--- config.mk ---
export PLATFORM = sky130hd
export DESIGN_NAME = multi_cycle_ctrl_flat
export DESIGN_NICKNAME = d
export VERILOG_FILES = /design/src/rtl/multi_cycle_ctrl_if.sv /design/src/rtl/multi_cycle_ctrl.sv /design/src/flat_wrapper.sv
export SDC_FILE = /design/constraint.sdc
export NUM_CORES = 1
export LEC_CHECK = 0
export CORE_UTILIZATION = 30
export DETAILED_ROUTE_END_ITERATION = 16
export HOLD_SLACK_MARGIN = 0.1
export PLACE_DENSITY = 0.67
export SLEW_MARGIN = 20
export SYNTH_ARGS = -nofsm -noshare
export SYNTH_HDL_FRONTEND = slang
export SYNTH_SLANG_ARGS = --single-unit
--- constraint.sdc ---
create_clock -name clk -period 1.95 [get_ports clk]
set_input_delay 0.39 -clock clk [delete_from_list [all_inputs] [get_ports clk]]
set_output_delay 0.39 -clock clk [all_outputs]
set_load 0.1 [all_outputs]
--- src/rtl/multi_cycle_ctrl_if.sv ---
// Control bundle between the multi-cycle MIPS controller and its datapath.
// illegal_op exists only when MCTRL_ILLEGAL_TRAP_EN is defined.
interface multi_cycle_ctrl_if #(
  parameter int ALU_CTRL_W = 3
);
  logic [5:0]            OPcode;
  logic [5:0]            Fun;
  logic                  MIO_ready;
  logic                  PCWrite;
  logic                  PCWriteCond;
  logic                  Branch_ne;
  logic                  IorD;
  logic                  MemRead;
  logic                  MemWrite;
  logic                  IRWrite;
  logic                  CPU_MIO;
  logic                  MemtoReg;
  logic                  RegDst;
  logic                  RegWrite;
  logic                  ALUSrcA;
  logic [1:0]            ALUSrcB;
  logic                  ExtZero;
  logic [1:0]            PCSource;
  logic [ALU_CTRL_W-1:0] ALU_Control;
  logic                  bus_err;
  logic [3:0]            state;
`ifdef MCTRL_ILLEGAL_TRAP_EN
  logic                  illegal_op;
`endif

  modport master (
`ifdef MCTRL_ILLEGAL_TRAP_EN
    output illegal_op,
`endif
    input  OPcode, Fun, MIO_ready,
    output PCWrite, PCWriteCond, Branch_ne,
    output IorD, MemRead, MemWrite, IRWrite,
    output CPU_MIO, MemtoReg, RegDst, RegWrite,
    output ALUSrcA, ALUSrcB, ExtZero, PCSource,
    output ALU_Control, bus_err, state
  );

  modport slave (
`ifdef MCTRL_ILLEGAL_TRAP_EN
    input  illegal_op,
`endif
    output OPcode, Fun, MIO_ready,
    input  PCWrite, PCWriteCond, Branch_ne,
    input  IorD, MemRead, MemWrite, IRWrite,
    input  CPU_MIO, MemtoReg, RegDst, RegWrite,
    input  ALUSrcA, ALUSrcB, ExtZero, PCSource,
    input  ALU_Control, bus_err, state
  );
endinterface

--- src/rtl/multi_cycle_ctrl.sv ---
// Multi-cycle MIPS control FSM (IF/ID/EX/MEM/WB) with memory-wait timeout.
// Optional MCTRL_ILLEGAL_TRAP_EN: unknown opcodes park in TRAP until reset.
module multi_cycle_ctrl #(
  parameter int ALU_CTRL_W  = 3,
  parameter int MEM_TIMEOUT = 255,
  parameter int TMO_W       = 8
) (
  input  logic                clk,
  input  logic                rst,
  multi_cycle_ctrl_if.master  bus
);

  typedef enum logic [3:0] {
    S_IF   = 4'd0,
    S_ID   = 4'd1,
    S_MA   = 4'd2,
    S_MR   = 4'd3,
    S_LWB  = 4'd4,
    S_MW   = 4'd5,
    S_REX  = 4'd6,
    S_RWB  = 4'd7,
    S_BR   = 4'd8,
    S_J    = 4'd9,
    S_IEX  = 4'd10,
    S_IWB  = 4'd11,
    S_TRAP = 4'd12
  } state_e;

  localparam logic [5:0] OP_R    = 6'b000000;
  localparam logic [5:0] OP_LW   = 6'b100011;
  localparam logic [5:0] OP_SW   = 6'b101011;
  localparam logic [5:0] OP_BEQ  = 6'b000100;
  localparam logic [5:0] OP_BNE  = 6'b000101;
  localparam logic [5:0] OP_J    = 6'b000010;
  localparam logic [5:0] OP_ADDI = 6'b001000;
  localparam logic [5:0] OP_SLTI = 6'b001010;
  localparam logic [5:0] OP_ANDI = 6'b001100;
  localparam logic [5:0] OP_ORI  = 6'b001101;

  localparam logic [2:0] A_AND = 3'b000;
  localparam logic [2:0] A_OR  = 3'b001;
  localparam logic [2:0] A_ADD = 3'b010;
  localparam logic [2:0] A_SUB = 3'b110;
  localparam logic [2:0] A_SLT = 3'b111;
  localparam logic [2:0] A_NOR = 3'b100;
  localparam logic [2:0] A_XOR = 3'b011;
  localparam logic [2:0] A_SRL = 3'b101;

  // Last tolerated wait cycle: the cycle on which the wait count
  // would reach MEM_TIMEOUT aborts the access.
  localparam logic [TMO_W-1:0] TMO_LAST =
    (MEM_TIMEOUT == 0) ? '0 : TMO_W'(MEM_TIMEOUT - 1);

  state_e           r_state;
  logic [TMO_W-1:0] r_cnt;
  logic             r_bus_err;

  logic             w_ready;
  logic             w_mem_st;
  logic             w_tmo;
  logic [TMO_W-1:0] w_cnt_inc;
  logic             w_op_r;
  logic             w_op_mem;
  logic             w_op_br;
  logic             w_op_j;
  logic             w_op_i;
  logic [2:0]       w_alu;

  assign w_ready   = bus.MIO_ready;
  assign w_mem_st  = (r_state == S_IF) || (r_state == S_MR)
                  || (r_state == S_MW);
  assign w_tmo     = (MEM_TIMEOUT != 0) && w_mem_st && !w_ready
                  && (r_cnt == TMO_LAST);
  assign w_cnt_inc = (r_cnt == '1) ? r_cnt : r_cnt + 1'b1;

  assign w_op_r   = (bus.OPcode == OP_R);
  assign w_op_mem = (bus.OPcode == OP_LW) || (bus.OPcode == OP_SW);
  assign w_op_br  = (bus.OPcode == OP_BEQ) || (bus.OPcode == OP_BNE);
  assign w_op_j   = (bus.OPcode == OP_J);
  assign w_op_i   = (bus.OPcode == OP_ADDI) || (bus.OPcode == OP_SLTI)
                 || (bus.OPcode == OP_ANDI) || (bus.OPcode == OP_ORI);

  // State sequencing, wait counter and sticky bus error.
  always_ff @(posedge clk) begin
    if (rst) begin
      r_state   <= S_IF;
      r_cnt     <= '0;
      r_bus_err <= 1'b0;
    end else if (w_tmo) begin
      r_state   <= S_IF;
      r_cnt     <= '0;
      r_bus_err <= 1'b1;
    end else begin
      r_cnt <= '0;
      unique case (r_state)
        S_IF: begin
          if (w_ready) r_state <= S_ID;
          else         r_cnt   <= w_cnt_inc;
        end
        S_ID: begin
          unique case (1'b1)
            w_op_r:   r_state <= S_REX;
            w_op_mem: r_state <= S_MA;
            w_op_br:  r_state <= S_BR;
            w_op_j:   r_state <= S_J;
            w_op_i:   r_state <= S_IEX;
`ifdef MCTRL_ILLEGAL_TRAP_EN
            default:  r_state <= S_TRAP;
`else
            default:  r_state <= S_IF;
`endif
          endcase
        end
        S_MA: r_state <= (bus.OPcode == OP_SW) ? S_MW : S_MR;
        S_MR: begin
          if (w_ready) r_state <= S_LWB;
          else         r_cnt   <= w_cnt_inc;
        end
        S_MW: begin
          if (w_ready) r_state <= S_IF;
          else         r_cnt   <= w_cnt_inc;
        end
        S_REX:  r_state <= S_RWB;
        S_IEX:  r_state <= S_IWB;
        S_TRAP: r_state <= S_TRAP;
        default: r_state <= S_IF;
      endcase
    end
  end

  // Moore decode of the datapath controls; everything low during reset.
  always_comb begin
    bus.PCWrite     = 1'b0;
    bus.PCWriteCond = 1'b0;
    bus.Branch_ne   = 1'b0;
    bus.IorD        = 1'b0;
    bus.MemRead     = 1'b0;
    bus.MemWrite    = 1'b0;
    bus.IRWrite     = 1'b0;
    bus.CPU_MIO     = 1'b0;
    bus.MemtoReg    = 1'b0;
    bus.RegDst      = 1'b0;
    bus.RegWrite    = 1'b0;
    bus.ALUSrcA     = 1'b0;
    bus.ALUSrcB     = 2'b00;
    bus.ExtZero     = 1'b0;
    bus.PCSource    = 2'b00;
    w_alu           = A_AND;
    if (!rst) begin
      unique case (r_state)
        S_IF: begin
          bus.MemRead = 1'b1;
          bus.CPU_MIO = 1'b1;
          bus.ALUSrcB = 2'b01;
          w_alu       = A_ADD;
          bus.IRWrite = w_ready;
          bus.PCWrite = w_ready;
        end
        S_ID: begin
          bus.ALUSrcB = 2'b11;
          w_alu       = A_ADD;
        end
        S_MA: begin
          bus.ALUSrcA = 1'b1;
          bus.ALUSrcB = 2'b10;
          w_alu       = A_ADD;
        end
        S_MR: begin
          bus.MemRead = 1'b1;
          bus.CPU_MIO = 1'b1;
          bus.IorD    = 1'b1;
        end
        S_LWB: begin
          bus.RegWrite = 1'b1;
          bus.MemtoReg = 1'b1;
        end
        S_MW: begin
          bus.MemWrite = 1'b1;
          bus.CPU_MIO  = 1'b1;
          bus.IorD     = 1'b1;
        end
        S_REX: begin
          bus.ALUSrcA = 1'b1;
          unique case (bus.Fun)
            6'b100010: w_alu = A_SUB;
            6'b100100: w_alu = A_AND;
            6'b100101: w_alu = A_OR;
            6'b101010: w_alu = A_SLT;
            6'b100111: w_alu = A_NOR;
            6'b100110: w_alu = A_XOR;
            6'b000010: w_alu = A_SRL;
            default:   w_alu = A_ADD;
          endcase
        end
        S_RWB: begin
          bus.RegWrite = 1'b1;
          bus.RegDst   = 1'b1;
        end
        S_BR: begin
          bus.ALUSrcA     = 1'b1;
          w_alu           = A_SUB;
          bus.PCWriteCond = 1'b1;
          bus.PCSource    = 2'b01;
          bus.Branch_ne   = bus.OPcode[0];
        end
        S_J: begin
          bus.PCWrite  = 1'b1;
          bus.PCSource = 2'b10;
        end
        S_IEX: begin
          bus.ALUSrcA = 1'b1;
          bus.ALUSrcB = 2'b10;
          unique case (bus.OPcode)
            OP_SLTI: w_alu = A_SLT;
            OP_ANDI: begin
              w_alu       = A_AND;
              bus.ExtZero = 1'b1;
            end
            OP_ORI: begin
              w_alu       = A_OR;
              bus.ExtZero = 1'b1;
            end
            default: w_alu = A_ADD;
          endcase
        end
        S_IWB: bus.RegWrite = 1'b1;
        default: ;
      endcase
    end
  end

  assign bus.ALU_Control = ALU_CTRL_W'(w_alu);
  assign bus.bus_err     = r_bus_err & ~rst;
  assign bus.state       = rst ? 4'd0 : r_state;
`ifdef MCTRL_ILLEGAL_TRAP_EN
  assign bus.illegal_op  = ~rst & (r_state == S_TRAP);
`endif

endmodule

--- src/flat_wrapper.sv ---
// flat-port wrapper written by rule: the top's interface ports become plain ports
module multi_cycle_ctrl_flat 
#(
  parameter int ALU_CTRL_W  = 3,
  parameter int MEM_TIMEOUT = 255,
  parameter int TMO_W       = 8
)
  (clk, rst, bus_OPcode, bus_Fun, bus_MIO_ready, bus_PCWrite, bus_PCWriteCond, bus_Branch_ne, bus_IorD, bus_MemRead, bus_MemWrite, bus_IRWrite, bus_CPU_MIO, bus_MemtoReg, bus_RegDst, bus_RegWrite, bus_ALUSrcA, bus_ALUSrcB, bus_ExtZero, bus_PCSource, bus_ALU_Control, bus_bus_err, bus_state);
  multi_cycle_ctrl_if #(.ALU_CTRL_W(ALU_CTRL_W)) bus_i ();
  input  logic clk;
  input  logic rst;
  input wire logic [$bits(bus_i.OPcode)-1:0] bus_OPcode;
  input wire logic [$bits(bus_i.Fun)-1:0] bus_Fun;
  input wire logic [$bits(bus_i.MIO_ready)-1:0] bus_MIO_ready;
  output wire logic [$bits(bus_i.PCWrite)-1:0] bus_PCWrite;
  output wire logic [$bits(bus_i.PCWriteCond)-1:0] bus_PCWriteCond;
  output wire logic [$bits(bus_i.Branch_ne)-1:0] bus_Branch_ne;
  output wire logic [$bits(bus_i.IorD)-1:0] bus_IorD;
  output wire logic [$bits(bus_i.MemRead)-1:0] bus_MemRead;
  output wire logic [$bits(bus_i.MemWrite)-1:0] bus_MemWrite;
  output wire logic [$bits(bus_i.IRWrite)-1:0] bus_IRWrite;
  output wire logic [$bits(bus_i.CPU_MIO)-1:0] bus_CPU_MIO;
  output wire logic [$bits(bus_i.MemtoReg)-1:0] bus_MemtoReg;
  output wire logic [$bits(bus_i.RegDst)-1:0] bus_RegDst;
  output wire logic [$bits(bus_i.RegWrite)-1:0] bus_RegWrite;
  output wire logic [$bits(bus_i.ALUSrcA)-1:0] bus_ALUSrcA;
  output wire logic [$bits(bus_i.ALUSrcB)-1:0] bus_ALUSrcB;
  output wire logic [$bits(bus_i.ExtZero)-1:0] bus_ExtZero;
  output wire logic [$bits(bus_i.PCSource)-1:0] bus_PCSource;
  output wire logic [$bits(bus_i.ALU_Control)-1:0] bus_ALU_Control;
  output wire logic [$bits(bus_i.bus_err)-1:0] bus_bus_err;
  output wire logic [$bits(bus_i.state)-1:0] bus_state;
  assign bus_i.OPcode = bus_OPcode;
  assign bus_i.Fun = bus_Fun;
  assign bus_i.MIO_ready = bus_MIO_ready;
  assign bus_PCWrite = bus_i.PCWrite;
  assign bus_PCWriteCond = bus_i.PCWriteCond;
  assign bus_Branch_ne = bus_i.Branch_ne;
  assign bus_IorD = bus_i.IorD;
  assign bus_MemRead = bus_i.MemRead;
  assign bus_MemWrite = bus_i.MemWrite;
  assign bus_IRWrite = bus_i.IRWrite;
  assign bus_CPU_MIO = bus_i.CPU_MIO;
  assign bus_MemtoReg = bus_i.MemtoReg;
  assign bus_RegDst = bus_i.RegDst;
  assign bus_RegWrite = bus_i.RegWrite;
  assign bus_ALUSrcA = bus_i.ALUSrcA;
  assign bus_ALUSrcB = bus_i.ALUSrcB;
  assign bus_ExtZero = bus_i.ExtZero;
  assign bus_PCSource = bus_i.PCSource;
  assign bus_ALU_Control = bus_i.ALU_Control;
  assign bus_bus_err = bus_i.bus_err;
  assign bus_state = bus_i.state;
  multi_cycle_ctrl #(.ALU_CTRL_W(ALU_CTRL_W), .MEM_TIMEOUT(MEM_TIMEOUT), .TMO_W(TMO_W)) u_core (.clk(clk), .rst(rst), .bus(bus_i));
endmodule
Word level (Yosys, flattened, before mapping)
Cells that the tools add are included.
{ "totals": {"output_inout_bits": 25, "regBits": 13, "in_bits": 15, "word_cells": 105} }
{ "classes": {"eq_ne": 33, "n_bitwise": 3, "muxes": 42, "reduce_logical": 23, "addsub": 1} }
{ "op_table": {"columns": ["op", "n"], "rows": [
  ["$eq A6 B6 Y1 const B", 8],
  ["$pmux W4 S8", 1],
  ["$mux W1", 26],
  ["$eq A6 B4 Y1 const B", 4],
  ["$pmux W3 S7", 1],
  ["$eq A4 B4 Y1 const B", 5],
  ["$pmux W4 S5", 1],
  ["$eq A4 B3 Y1 const B", 4],
  ["$eq A8 B8 Y1 const B", 2],
  ["$mux W4", 4],
  ["$eq A6 B2 Y1 const B", 2],
  ["$eq A6 B3 Y1 const B", 2],
  ["$pmux W3 S4", 1],
  ["$reduce_or A2 Y1", 5],
  ["$pmux W3 S3", 1],
  ["$reduce_or A3 Y1", 3],
  ["$add A8 B1 Y8 const B", 1],
  ["$eq A4 B2 Y1 const B", 2],
  ["$reduce_or A4 Y1", 2],
  ["$logic_or A1 B1 Y1", 7],
  ["$logic_not A6 Y1", 1],
  ["$mux W3", 2],
  ["$ne A2 B2 Y1 const B", 3],
  ["$pmux W2 S3", 1],
  ["10 further kinds", 13]
]} }

Longest topological paths before layout
{ "depth": {"depth_word": 6, "mapped_depth": 6, "ltp_nobuf": 5} }

Least setup slack after synthesis
Ideal clock, no wire load.
{ "synth_path": {"path_type": "flip-flop to output port", "start": "register u_core.r_state[1]", "end": "output port bus_Branch_ne", "t_required_ns": 1.560, "setup_slack_ns": -3.211, "stages_incl_launch_ff": 5, "n_path_buf": 2, "arrival_time_ns": 4.771, "cell_sequence": "dfxtp_1 -> buf_1 -> clkbuf_1 -> nor4_1 -> and2_1"} }
{ "synth_between": {"elab_chain_len": 3} }
{ "synth_lines": {"columns": ["item", "line_no", "text"], "rows": [
  ["from (decl)", "multi_cycle_ctrl.sv:54", "state_e r_state;"],
  ["from (signal assigned)", "multi_cycle_ctrl.sv:114", "S_MA: r_state <= (bus.OPcode == OP_SW) ? S_MW : S_MR;"],
  ["$eq A4 B4 Y1", "multi_cycle_ctrl.sv:150", "unique case (r_state)"],
  ["$mux W1", "multi_cycle_ctrl.sv:150", null],
  ["$mux W1", "multi_cycle_ctrl.sv:149", "if (!rst) begin"],
  ["to (decl)", "flat_wrapper.sv:17", "output wire logic [$bits(bus_i.Branch_ne)-1:0] bus_Branch_ne;"]
]} }
Every way passes these cells.

Worst setup path after layout
{ "layout_path": {"start": "register u_core.r_state[3]", "end": "output port bus_PCWrite"} }
{ "layout_between": {"elab_chain_len": 3, "elab_cells_between_ends": 4, "cone_classes": "eq/ne (1); mux (2); reduce/logical (1)"} }
{ "layout_lines": {"columns": ["item", "line_no", "text"], "rows": [
  ["$eq A4 B4 Y1 or $logic_not A4 Y1 (tied branches)", "multi_cycle_ctrl.sv:150", null],
  ["$pmux W1 S2 *", "multi_cycle_ctrl.sv:150", null],
  ["$mux W1 *", "multi_cycle_ctrl.sv:149", null],
  ["to (decl)", "flat_wrapper.sv:15", "output wire logic [$bits(bus_i.PCWrite)-1:0] bus_PCWrite;"]
]} }
Every way passes the cells marked *; elsewhere a longest branch is shown, timed or not.

==> impl_metrics.py <==
metrics = {
    "status": {
        "outcome": "finished, violations left",
        "violations": "setup timing",
    },
    "yosys": {
        "ys_types": 46,
        "synth_cells": 172,
        "netlist.area_leader.share_pct": 21.36,
        "yosysTopAreaCell": "dfxtp_1",
        "ys.flop_type": "dfxtp_1",
        "yosysWarningCount": 0,
        "syn_area_per_cell_um2": 7.085,
        "ys_ff_latch": 13,
        "async_reset_ff_share_pct": 0,
        "syn_area_um2": 1219,
        "synth_area_leaders": "dfxtp_1 (21%), a21oi_1 (7.0%), nor2_1 (5.9%), nor2b_1 (5.1%), nor3_1 (4.1%)",
        "syn-num-nets": 189,
        "ys_seq_area_share_pct": 21.36,
        "synth_edf_count": 0,
    },
    "grt": {
        "grt_overflow": 0,
        "grt_pass1_vias": 1757,
        "grt_max_degree": 10,
        "antenna_found_initial": 0,
        "grtUsageTotal_pct": 24.39,
        "grt_pass1_wl_um": 8059,
    },
    "floorplanning": {
        "die_h_um": 65.74,
        "design.core.area_um2": 3771,
        "initial_core_util_pct": 32.32,
        "dieArea_um2": 4321,
        "die_w_um": 65.74,
        "io_pins": 40,
        "rows": 22,
    },
    "sta": {
        "fmax_ghz": 0.4971,
        "setup_viol": 4,
        "slew_headroom_pct": 74.26,
        "hold_viol_final": 0,
        "timing.final.crit_share_pct": 103.2,
        "setup_slack_ns": -0.06170,
        "fin_crit_ns": 2.012,
        "slew_viol_final": 0,
        "worstMarginPinSlew_ns": 0.3809,
        "timing.hold.ws_ns": 0.5299,
        "rsz0062_at_grt": "yes",
        "finalClockSkew_ns": 0.002435,
    },
    "critical_path": {
        "r2r_start": "u_core.r_state[2]",
        "arrival_ns": 1.62,
        "critPathMaxFanout": 6,
        "end_kind": "output port",
        "cp_slowest_stage_delay_ns": 0.36,
        "required_ns": 1.56,
        "cp-startpoint": "u_core.r_state[3]",
        "cp_num_buf_inv": 3,
        "critPathSlowestCell": "dfxtp_4",
        "cp_cell_sequence": "or2_4, buf_8, buf_6, nor3_4, or2_4, buf_12",
        "worstSetupPathType": "reg -> out",
        "crit_path_start_kind": "flip-flop",
        "path_delay_family": "simple AND/OR/NAND/NOR gates",
        "critPathMostFrequentCell": "or2_4",
    },
    "routing": {
        "ant_nets": 0,
        "drt_iter0_markers": 26,
        "wire_per_inst_um": 16.99,
        "drc": 0,
        "avgViaCountPerCell": 5.603,
        "drt-total-wl_um": 4960,
        "drtPass1Iterations": 4,
        "vias": 1636,
    },
    "clock_tree": {
        "clk_pin_slew_worst_paths_ns": 0.05,
        "cts_sinks": 13,
        "clk_latency_ns": 0.24,
        "cts_made_buffers": 3,
        "cts-root-buf": "clkbuf_8",
        "htreeDepth": 1,
        "cts_tree": "built",
        "cts_buffer_depth": 2,
    },
    "finish": {
        "fin_util_pct": 70.01,
        "diodes": 0,
        "final_nets": 262,
        "area_growth_pct": 116.6,
        "drive_gt1_share_pct": 60.25,
        "num-fill-cells": 280,
    },
    "place": {
        "port-buffer-count": 39,
        "gp_congestion": 0.7958,
        "hpwlAfterDp_um": 3686,
    },
    "run": {
        "max-cap-violations": 0,
    },
    "power": {
        "p_leak_uw": 0.001065,
        "peakVddDrop_mv": 0.3510,
        "cellPowerDensity_nw_per_um2": 392.0,
    },
    "hold_path": {
        "hold_path.class": "reg -> reg",
        "worstHoldStart": "u_core.r_cnt[7]",
    },
}
==> cells by family (layout without fill, tap and decap cells) <==
| family | count (synthesis) | count (layout) | share of synthesized area [%] |
|---|---|---|---|
| AND/OR/NAND/NOR | 91 | 91 | 42.71 |
| AO/OA/AOI/OAI | 43 | 43 | 23.20 |
| buffers and inverters | 17 | 89 | 6.160 |
| flip-flops | 13 | 13 | 21.36 |
| XOR/XNOR | 5 | 5 | 3.594 |
| adder cells (fa/ha/maj) | 2 | 2 | 2.053 |
| multiplexers | 1 | 1 | 0.9240 |
==> worst register-to-register path: cells and delay by family (launching register included) <==
family / cells / cell delay [ns]
AO/OA/AOI/OAI: 3 / 0.56
XOR/XNOR: 1 / 0.15
buffers and inverters: 1 / 0.17
flip-flops: 1 / 0.40
AND/OR/NAND/NOR: 1 / 0.44
==> sequential cells by signal (all words and copies together) (netlist names) <==
signal and cells:
u_core.r_bus_err 1, u_core.r_cnt 8, u_core.r_state 4
==> routing by layer <==
| metal | share of wire, % | track usage, % |
|---|---|---|
| met4 | 1.5 | 10.33 |
| met2 | 56 | 47.58 |
| met5 | 0 | 0 |
| met1 | 37 | 24.50 |
| met3 | 5.8 | 4.688 |
==> layout by cell type (no fill, tap or decap), types with 5 or more instances in the layout <==
| master | count |
|---|---|
| buf_4 | 32 |
| buf_12 | 26 |
| nor2_1 | 14 |
| buf_2 | 11 |
| a21oi_1 | 10 |
| dfxtp_1 | 9 |
| nor2b_4 | 7 |
| nand2_1 | 7 |
| nor3_4 | 7 |
| buf_6 | 7 |
| nand2b_4 | 6 |
| inv_1 | 5 |
| nand3_1 | 5 |
==> path summary, 6_finish.rpt <==
| check | endpoint | cells past startpoint | slack (ns) |
|---|---|---|---|
| worst max-delay path | bus_PCWrite | 6 | -0.06 |
| worst min-delay path | u_core.r_cnt[7] | 2 | 0.53 |
| worst max register to register | u_core.r_state[1] | 6 | 0.17 |
| worst min register to register | u_core.r_cnt[7] | 2 | 0.53 |
==> area by class of cell <==
cell class	count	area [um2]	share of cell area [%]
tap	48	60.06	2.275
inverter	5	18.77	0.7109
multi-input combinational	142	1299	49.19
clock buffer	4	45.04	1.706
sequential	13	275.3	10.43
timing repair buffer	80	942.2	35.69
==> through the flow <==
step / instance area, um2 / total power [uW] / setup TNS, ns / cells / worst slack [ns]
finish: 2640 / 1035 / -0.1261 / 292 / -0.06170
global route: 2640 / 1074 / -0.5373 / 292 / -0.1172
CTS: 2562 / 1020 / -0.3866 / 292 / -0.06741
detailed placement: 2362 / 767.4 / -2.115 / 278 / -0.5388
global placement: 2362 / 757.9 / -1.819 / 278 / -0.4730
floorplan: 1579 / 608.3 / -4.971 / 172 / -0.7208
==> cell usage after synthesis, drive strengths merged (3+ instances only) <==
cell	instances
a21oi	17
a22o	3
and2	3
buf	3
clkbuf	9
dfxtp	13
inv	5
nand2	10
nand2b	7
nand3	6
nand4	3
nor2	19
nor2b	10
nor3	12
nor4	4
o21ai	6
or2	4
xor2	3
==> repair_timing <==
item,in CTS,in global routing
pin swaps,19,18
buffers inserted,10,2
resized for setup,75,19
setup endpoints to repair,10,15
cloned,0,0
hold buffers,0,0
==> power by group <==
| group | internal (uW) | switching, uW |
|---|---|---|
| Combinational | 210 | 299 |
| Clock | 144 | 94.7 |
| Sequential | 271 | 16.7 |
| Total | 624 | 410 |
(Power assumes the default switching activity.)
